===== src/rtl/dpm_pkg.sv =====
// Shared definitions for the dual-port-memory port arbiter.
//   idx_w()  : requester-index width for a given requester count
//   rd_tag_t : read-tag pipeline stage {valid, requester index}
//   onehot() : requester index -> one-hot vector
// The tag index field is sized for the largest supported requester count
// (MAX_REQ); instances load only the low idx_w(NUM_REQ) bits, the rest stay 0.
package dpm_pkg;

  localparam int unsigned MAX_REQ   = 256;
  localparam int unsigned MAX_IDX_W = 8;

  function automatic int unsigned idx_w(input int unsigned n);
    return (n < 2) ? 1 : $clog2(n);
  endfunction

  typedef struct packed {
    logic                 valid;
    logic [MAX_IDX_W-1:0] idx;
  } rd_tag_t;

  function automatic logic [MAX_REQ-1:0] onehot(input logic [MAX_IDX_W-1:0] idx);
    logic [MAX_REQ-1:0] oh;
    oh      = '0;
    oh[idx] = 1'b1;
    return oh;
  endfunction

endpackage


===== src/rtl/dpm_rr_grant.sv =====
// Combinational round-robin grant.
//   valid     : per-requester request valid
//   ptr       : highest-priority requester this cycle
//   grant     : one-hot grant, all zero when nothing is valid
//   grant_idx : index of the granted requester
//   grant_any : a grant is being issued
// Requests are rotated so ptr lands on bit 0, the lowest set bit is picked,
// and the pick is rotated back to an absolute index modulo NUM_REQ.
module dpm_rr_grant #(
  parameter int unsigned NUM_REQ = 4,
  parameter int unsigned IDX_W   = 2
) (
  input  logic [NUM_REQ-1:0] valid,
  input  logic [IDX_W-1:0]   ptr,
  output logic [NUM_REQ-1:0] grant,
  output logic [IDX_W-1:0]   grant_idx,
  output logic               grant_any
);

  logic [NUM_REQ-1:0] rot;
  logic [IDX_W-1:0]   pos;
  logic [IDX_W:0]     sum;

  always_comb begin
    rot = NUM_REQ'({valid, valid} >> ptr);

    pos = '0;
    for (int unsigned i = NUM_REQ; i > 0; i--) begin
      if (rot[i-1]) pos = IDX_W'(i - 1);
    end

    sum = {1'b0, ptr} + {1'b0, pos};
    if (sum >= (IDX_W+1)'(NUM_REQ)) sum = sum - (IDX_W+1)'(NUM_REQ);

    grant_any = |valid;
    grant_idx = sum[IDX_W-1:0];
    grant     = grant_any ? (NUM_REQ'(1) << grant_idx) : '0;
  end

endmodule


===== src/rtl/dpm_port_arbiter.sv =====
// Round-robin arbiter sharing one memory port among NUM_REQ requesters.
//   i_clk, i_rst           : clock, synchronous active-high reset
//   i_req_valid/we/addr/din: per-requester requests (packed slices)
//   o_req_ready            : one-hot grant (acceptance = valid & ready)
//   o_rsp_valid/o_rsp_data : one-hot read-data valid, shared read data
//   o_en/o_we/o_addr/o_din : registered memory command
//   i_dout                 : memory read data
//   o_busy                 : at least one read in flight
module dpm_port_arbiter
  import dpm_pkg::*;
#(
  parameter int unsigned NUM_REQ      = 4,
  parameter int unsigned WIDTH        = 8,
  parameter int unsigned ADDR_WIDTH   = 10,
  parameter int unsigned READ_LATENCY = 2
) (
  input  logic                       i_clk,
  input  logic                       i_rst,
  input  logic [NUM_REQ-1:0]         i_req_valid,
  input  logic [NUM_REQ-1:0]         i_req_we,
  input  logic [NUM_REQ*ADDR_WIDTH-1:0] i_req_addr,
  input  logic [NUM_REQ*WIDTH-1:0]   i_req_din,
  output logic [NUM_REQ-1:0]         o_req_ready,
  output logic [NUM_REQ-1:0]         o_rsp_valid,
  output logic [WIDTH-1:0]           o_rsp_data,
  output logic                       o_en,
  output logic                       o_we,
  output logic [ADDR_WIDTH-1:0]      o_addr,
  output logic [WIDTH-1:0]           o_din,
  input  logic [WIDTH-1:0]           i_dout,
  output logic                       o_busy
);

  localparam int unsigned IDX_W = idx_w(NUM_REQ);
  // Stage 0 loads alongside the command register; the memory samples one
  // edge later and then takes READ_LATENCY edges, so the tag needs
  // READ_LATENCY+2 registers to line up with i_dout.
  localparam int unsigned NSTG  = READ_LATENCY + 2;

  logic [IDX_W-1:0]      rr_ptr;
  logic [NUM_REQ-1:0]    gnt;
  logic [IDX_W-1:0]      gnt_idx;
  logic                  gnt_any;
  logic                  accept;
  logic                  sel_we;
  logic [ADDR_WIDTH-1:0] sel_addr;
  logic [WIDTH-1:0]      sel_din;
  rd_tag_t               tags [NSTG];

  dpm_rr_grant #(
    .NUM_REQ (NUM_REQ),
    .IDX_W   (IDX_W)
  ) u_grant (
    .valid     (i_req_valid),
    .ptr       (rr_ptr),
    .grant     (gnt),
    .grant_idx (gnt_idx),
    .grant_any (gnt_any)
  );

  assign o_req_ready = i_rst ? '0 : gnt;
  assign accept      = gnt_any & ~i_rst;

  always_comb begin
    sel_we   = i_req_we[gnt_idx];
    sel_addr = '0;
    sel_din  = '0;
    for (int unsigned r = 0; r < NUM_REQ; r++) begin
      if (IDX_W'(r) == gnt_idx) begin
        sel_addr = i_req_addr[r*ADDR_WIDTH +: ADDR_WIDTH];
        sel_din  = i_req_din[r*WIDTH +: WIDTH];
      end
    end
  end

  always_ff @(posedge i_clk) begin
    if (i_rst) begin
      o_en   <= 1'b0;
      o_we   <= 1'b0;
      o_addr <= '0;
      o_din  <= '0;
      rr_ptr <= '0;
    end else if (accept) begin
      o_en   <= 1'b1;
      o_we   <= sel_we;
      o_addr <= sel_addr;
      o_din  <= sel_din;
      rr_ptr <= (gnt_idx == IDX_W'(NUM_REQ - 1)) ? '0 : gnt_idx + 1'b1;
    end else begin
      o_en   <= 1'b0;
      o_we   <= 1'b0;
    end
  end

  always_ff @(posedge i_clk) begin
    if (i_rst) begin
      for (int unsigned s = 0; s < NSTG; s++) tags[s] <= '0;
    end else begin
      tags[0] <= '{valid: accept & ~sel_we, idx: MAX_IDX_W'(gnt_idx)};
      for (int unsigned s = 1; s < NSTG; s++) tags[s] <= tags[s-1];
    end
  end

  always_comb begin
    o_busy = 1'b0;
    for (int unsigned s = 0; s < NSTG; s++) o_busy = o_busy | tags[s].valid;
  end

  assign o_rsp_valid = tags[NSTG-1].valid ? NUM_REQ'(onehot(tags[NSTG-1].idx)) : '0;
  assign o_rsp_data  = i_dout;

endmodule


===== config.mk =====
export PLATFORM = sky130hd
export DESIGN_NAME = dpm_port_arbiter
export DESIGN_NICKNAME = d
export VERILOG_FILES = /design/src/rtl/dpm_pkg.sv /design/src/rtl/dpm_rr_grant.sv /design/src/rtl/dpm_port_arbiter.sv
export SDC_FILE = /design/constraint.sdc
export NUM_CORES = 1
export LEC_CHECK = 0
export CAP_MARGIN = 20
export CORE_ASPECT_RATIO = 1.25
export CORE_MARGIN = 3
export CORE_UTILIZATION = 36
export DETAILED_ROUTE_END_ITERATION = 10
export PLACE_DENSITY_LB_ADDON = 0.05
export SLEW_MARGIN = 20
export SYNTH_ARGS = -nofsm -noshare
export SYNTH_HDL_FRONTEND = slang
export SYNTH_SLANG_ARGS = --single-unit

===== constraint.sdc =====
create_clock -name i_clk -period 8.35 [get_ports i_clk]
set_input_delay 2.505 -clock i_clk [delete_from_list [all_inputs] [get_ports i_clk]]
set_output_delay 2.505 -clock i_clk [all_outputs]
set_load 0.005 [all_outputs]

==> impl_summary.log <==
INFO  metric synth_seq_area_share = 35.0%
INFO  metric fp.dieArea = 6320 sq um
INFO  metric row_count = 29
INFO  metric worstPathBufferInverterCount = 2
INFO  metric finalWorstPathRequiredPeriod = 8090 ps
INFO  metric wl_per_cell = 14.4 um
INFO  metric net-switching-power = 411 uW
INFO  metric layout_worst_path_cycle_share = 96.9%
INFO  metric sw_frac_of_total = 38.2%
INFO  metric port_buffers = 110
INFO  metric cts_sinks = 34
INFO  metric detailedRoute.firstPassIterationCount = 4
INFO  metric power_leakage = 0.00121 uW
INFO  metric design.portCount = 127
INFO  metric postCtsHoldBufs = 0
INFO  metric use_met2 = 33.1%
INFO  metric dieHeight = 88.2 um
INFO  metric finalWirelength = 5.81 mm
INFO  metric critPathRequiredTime = 5850 ps
INFO  metric overflow = 0
INFO  metric synth_seq_cells = 34
INFO  metric crit_path_max_incr_delay = 560 ps
INFO  metric globalRouteMet3Util = 6.08%
INFO  metric final_area = 3180 sq um
INFO  metric worst_slew_margin_rel = 50.4%
INFO  metric hold_path.class = register to register
INFO  metric drc = 0
INFO  metric synthesis.nets = 341
INFO  metric cellPowerDensity = 339 nW/um^2
INFO  metric grt_pass1_wl = 9.43 mm
INFO  metric final_nets = 436
INFO  metric grt.met1_usage = 21.8%
INFO  metric initial_utilization = 37.7%
INFO  metric netlist_instances = 246
INFO  metric internal_power = 666 uW
INFO  metric hpwl = 4.21 mm
INFO  metric post_synth_instance_area = 1940 sq um
INFO  metric clk_pin_slew = 70 ps
INFO  metric detailroute.via_count = 2066
INFO  metric hold_violations_final = 0
INFO  metric proportion_of_power_drawn_by_flip_flops_and_latches = 22.3%
INFO  metric final_layout_size_suffix_gt1_share = 5.26%
INFO  metric critical_path_arrival = 5580 ps
INFO  metric clk_latency = 290 ps
INFO  metric max_clock_freq = 0.124 GHz
INFO  metric core_box_area = 5150 sq um
INFO  metric cts_setup_buffers = 0
INFO  metric finalSetupTns = 0 ps
INFO  metric share_comb_of_total_power = 60.6%
INFO  metric timing.critical_path.max_delay_family = buffers and inverters
INFO  metric finalClockSkew = 8.13 ps
INFO  metric rsz0062_at_grt = false
INFO  metric post_synth_edffs = 0
INFO  metric cts_made_buffers = 5
INFO  metric globalplace.congestion = 0.791
INFO  metric max_slew.worst_pin.slew = 742 ps
INFO  metric synthFlopType = sky130_fd_sc_hd__dfxtp_1
INFO  metric cp-end-kind = primary output
INFO  metric synthToLayoutAreaGrowth = 63.5%
INFO  metric startpoint_type = input port
INFO  metric status = finished clean
INFO  metric cell_variety_after_synth = 33
INFO  metric max-cap-violations = 0
INFO  metric initial_antenna_violation_count = 0
INFO  metric cp_slowest_cell = sky130_fd_sc_hd__clkdlybuf4s50_1
INFO  metric via_count_of_the_first_global_routing_pass = 1987
INFO  metric vias_per_cell = 5.11
INFO  metric top_usage_layer = met2
INFO  metric worstSetupPathDepth = 11
INFO  metric dr.first_iter.drc_count = 83
INFO  metric r2r_cell_count = 16
INFO  metric timing.critical_path.fanout_max = 8
INFO  metric finalSetupViolCount = 0
INFO  metric p_clk_share = 17.1%
INFO  metric cts_tree = done
INFO  metric warning_count_from_the_yosys_run = 0
INFO  metric die_width = 71.7 um
INFO  metric min_path_cells = 1
INFO  metric postPlaceCellArea = 3040 sq um
INFO  metric synthesis.area_per_instance = 7.90 sq um
INFO  metric ant_nets = 0
INFO  metric grt_start_max_net_pins = 38
INFO  metric synth_async_sr_flop_share = 0%
INFO  metric path_cells = clkdlybuf4s50_1, a221oi_1, a31oi_1, a211o_1, ha_1, xnor2_1, or3_1, and2_1, ha_1, and2_1, clkdlybuf4s50_1
INFO  metric ir_drop = 0.000132 V
INFO  metric diodes = 0
INFO  metric setup.worst_path.class = input port to primary output
INFO  metric final_slew_violations = 0
INFO  metric clock_path_buffers = 2
INFO  metric root_buffer = sky130_fd_sc_hd__clkbuf_8
INFO  metric track_usage = 19.1%
INFO  metric htreeDepth = 2
==> metrics by stage <==
step | instances | setup WS (ps) | util, % | power (uW) | hold WS (ps)
final | 404 | 263 | 61.7 | 1080 | 439
after global placement | 396 | 196 | 59.0 | 895 | 417
after CTS | 404 | 122 | 61.7 | 1090 | 443
after global routing | 404 | 50.9 | 61.7 | 1190 | 461
after floorplan | 246 | 679 | - | 684 | 414
after detailed placement | 396 | 126 | 59.0 | 904 | 426
==> metal layers <==
layer / up-vias / part of all wire (%)
met5: - / 0
met4: 0 / 2.0
li1: 1071 / -
met1: 908 / 41
met3: 10 / 8.4
met2: 77 / 49
==> registers in the layout, summed over array words and instances (netlist names) <==
signal and cells:
o_din 8, rr_ptr 2, o_en 1, o_we 1, o_addr 10, tags 12
==> path summary, 6_finish.rpt <==
path	startpoint	to	slack (ps)
worst max-delay path	i_req_valid[2]	o_req_ready[0]	260
worst min-delay path	tags[2][1]	tags[3][1]	440
worst max register to register	rr_ptr[0]	o_addr[0]	4540
worst min register to register	tags[2][1]	tags[3][1]	440
==> what timing repair did <==
action,CTS,global route
setup endpoints to repair,0,4
gates resized for setup,0,1
endpoints found under the hold margin,0,0
==> kinds of logic (layout without fill, tap and decap cells) <==
| group | count (synthesis) | in the layout | synth area share, % |
|---|---|---|---|
| AO/OA/AOI/OAI | 57 | 57 | 21.4 |
| adder cells (fa/ha/maj) | 5 | 5 | 3.22 |
| XOR/XNOR | 1 | 1 | 0.451 |
| multiplexers | 1 | 1 | 0.515 |
| buffers and inverters | 31 | 127 | 7.85 |
| AND/OR/NAND/NOR | 117 | 117 | 31.6 |
| flip-flops | 34 | 34 | 35.0 |
==> cells in the mapped netlist, drive strengths merged, types with 2 or more instances <==
cell type / n / share of area [%]
nor2: 30 / 5.8
o21ai: 8 / 2.1
ha: 5 / 3.2
nor2b: 27 / 8.7
a221oi: 17 / 8.0
nor4: 3 / 1.3
dfxtp: 34 / 35
clkbuf: 16 / 3.1
nor3: 32 / 8.2
a211oi: 15 / 5.8
and2: 5 / 1.6
inv: 2 / 0.39
or3: 2 / 0.64
nand2: 8 / 1.5
and3: 2 / 0.64
nand3b: 5 / 1.9
buf: 13 / 4.4
a21oi: 11 / 2.8
==> power groups by stage <==
stage | Clock, uW | Sequential [uW] | Combinational (uW)
floorplan | 0 | 237 | 447
global placement | 0 | 243 | 652
detailed placement | 0 | 244 | 660
CTS | 188 | 241 | 663
global route | 198 | 247 | 743
finish | 184 | 241 | 653
==> layout make-up <==
type                    count  area (sq um)
clock buffers               5          68.8
well taps                  62          77.6
multi-input cells         181          1120
repair buffers            117          1160
clock inverters             3          68.8
fillers                   490          1970
inverters                   2          7.51
flip-flops and latches     34           681
==> placed cells by master (no fill, tap or decap), drive strengths merged, types with 2 or more instances in the layout <==
| master | count |
|---|---|
| and3 | 2 |
| clkdlybuf4s50 | 109 |
| a211oi | 15 |
| or3 | 2 |
| bufinv | 2 |
| nor4 | 3 |
| buf | 7 |
| clkbuf | 5 |
| inv | 2 |
| a21oi | 11 |
| nor2 | 30 |
| nor2b | 27 |
| nor3 | 32 |
| and2 | 5 |
| nand2 | 8 |
| nand3b | 5 |
| o21ai | 8 |
| dfxtp | 34 |
| ha | 5 |
| a221oi | 17 |
(Power assumes the default switching activity.)
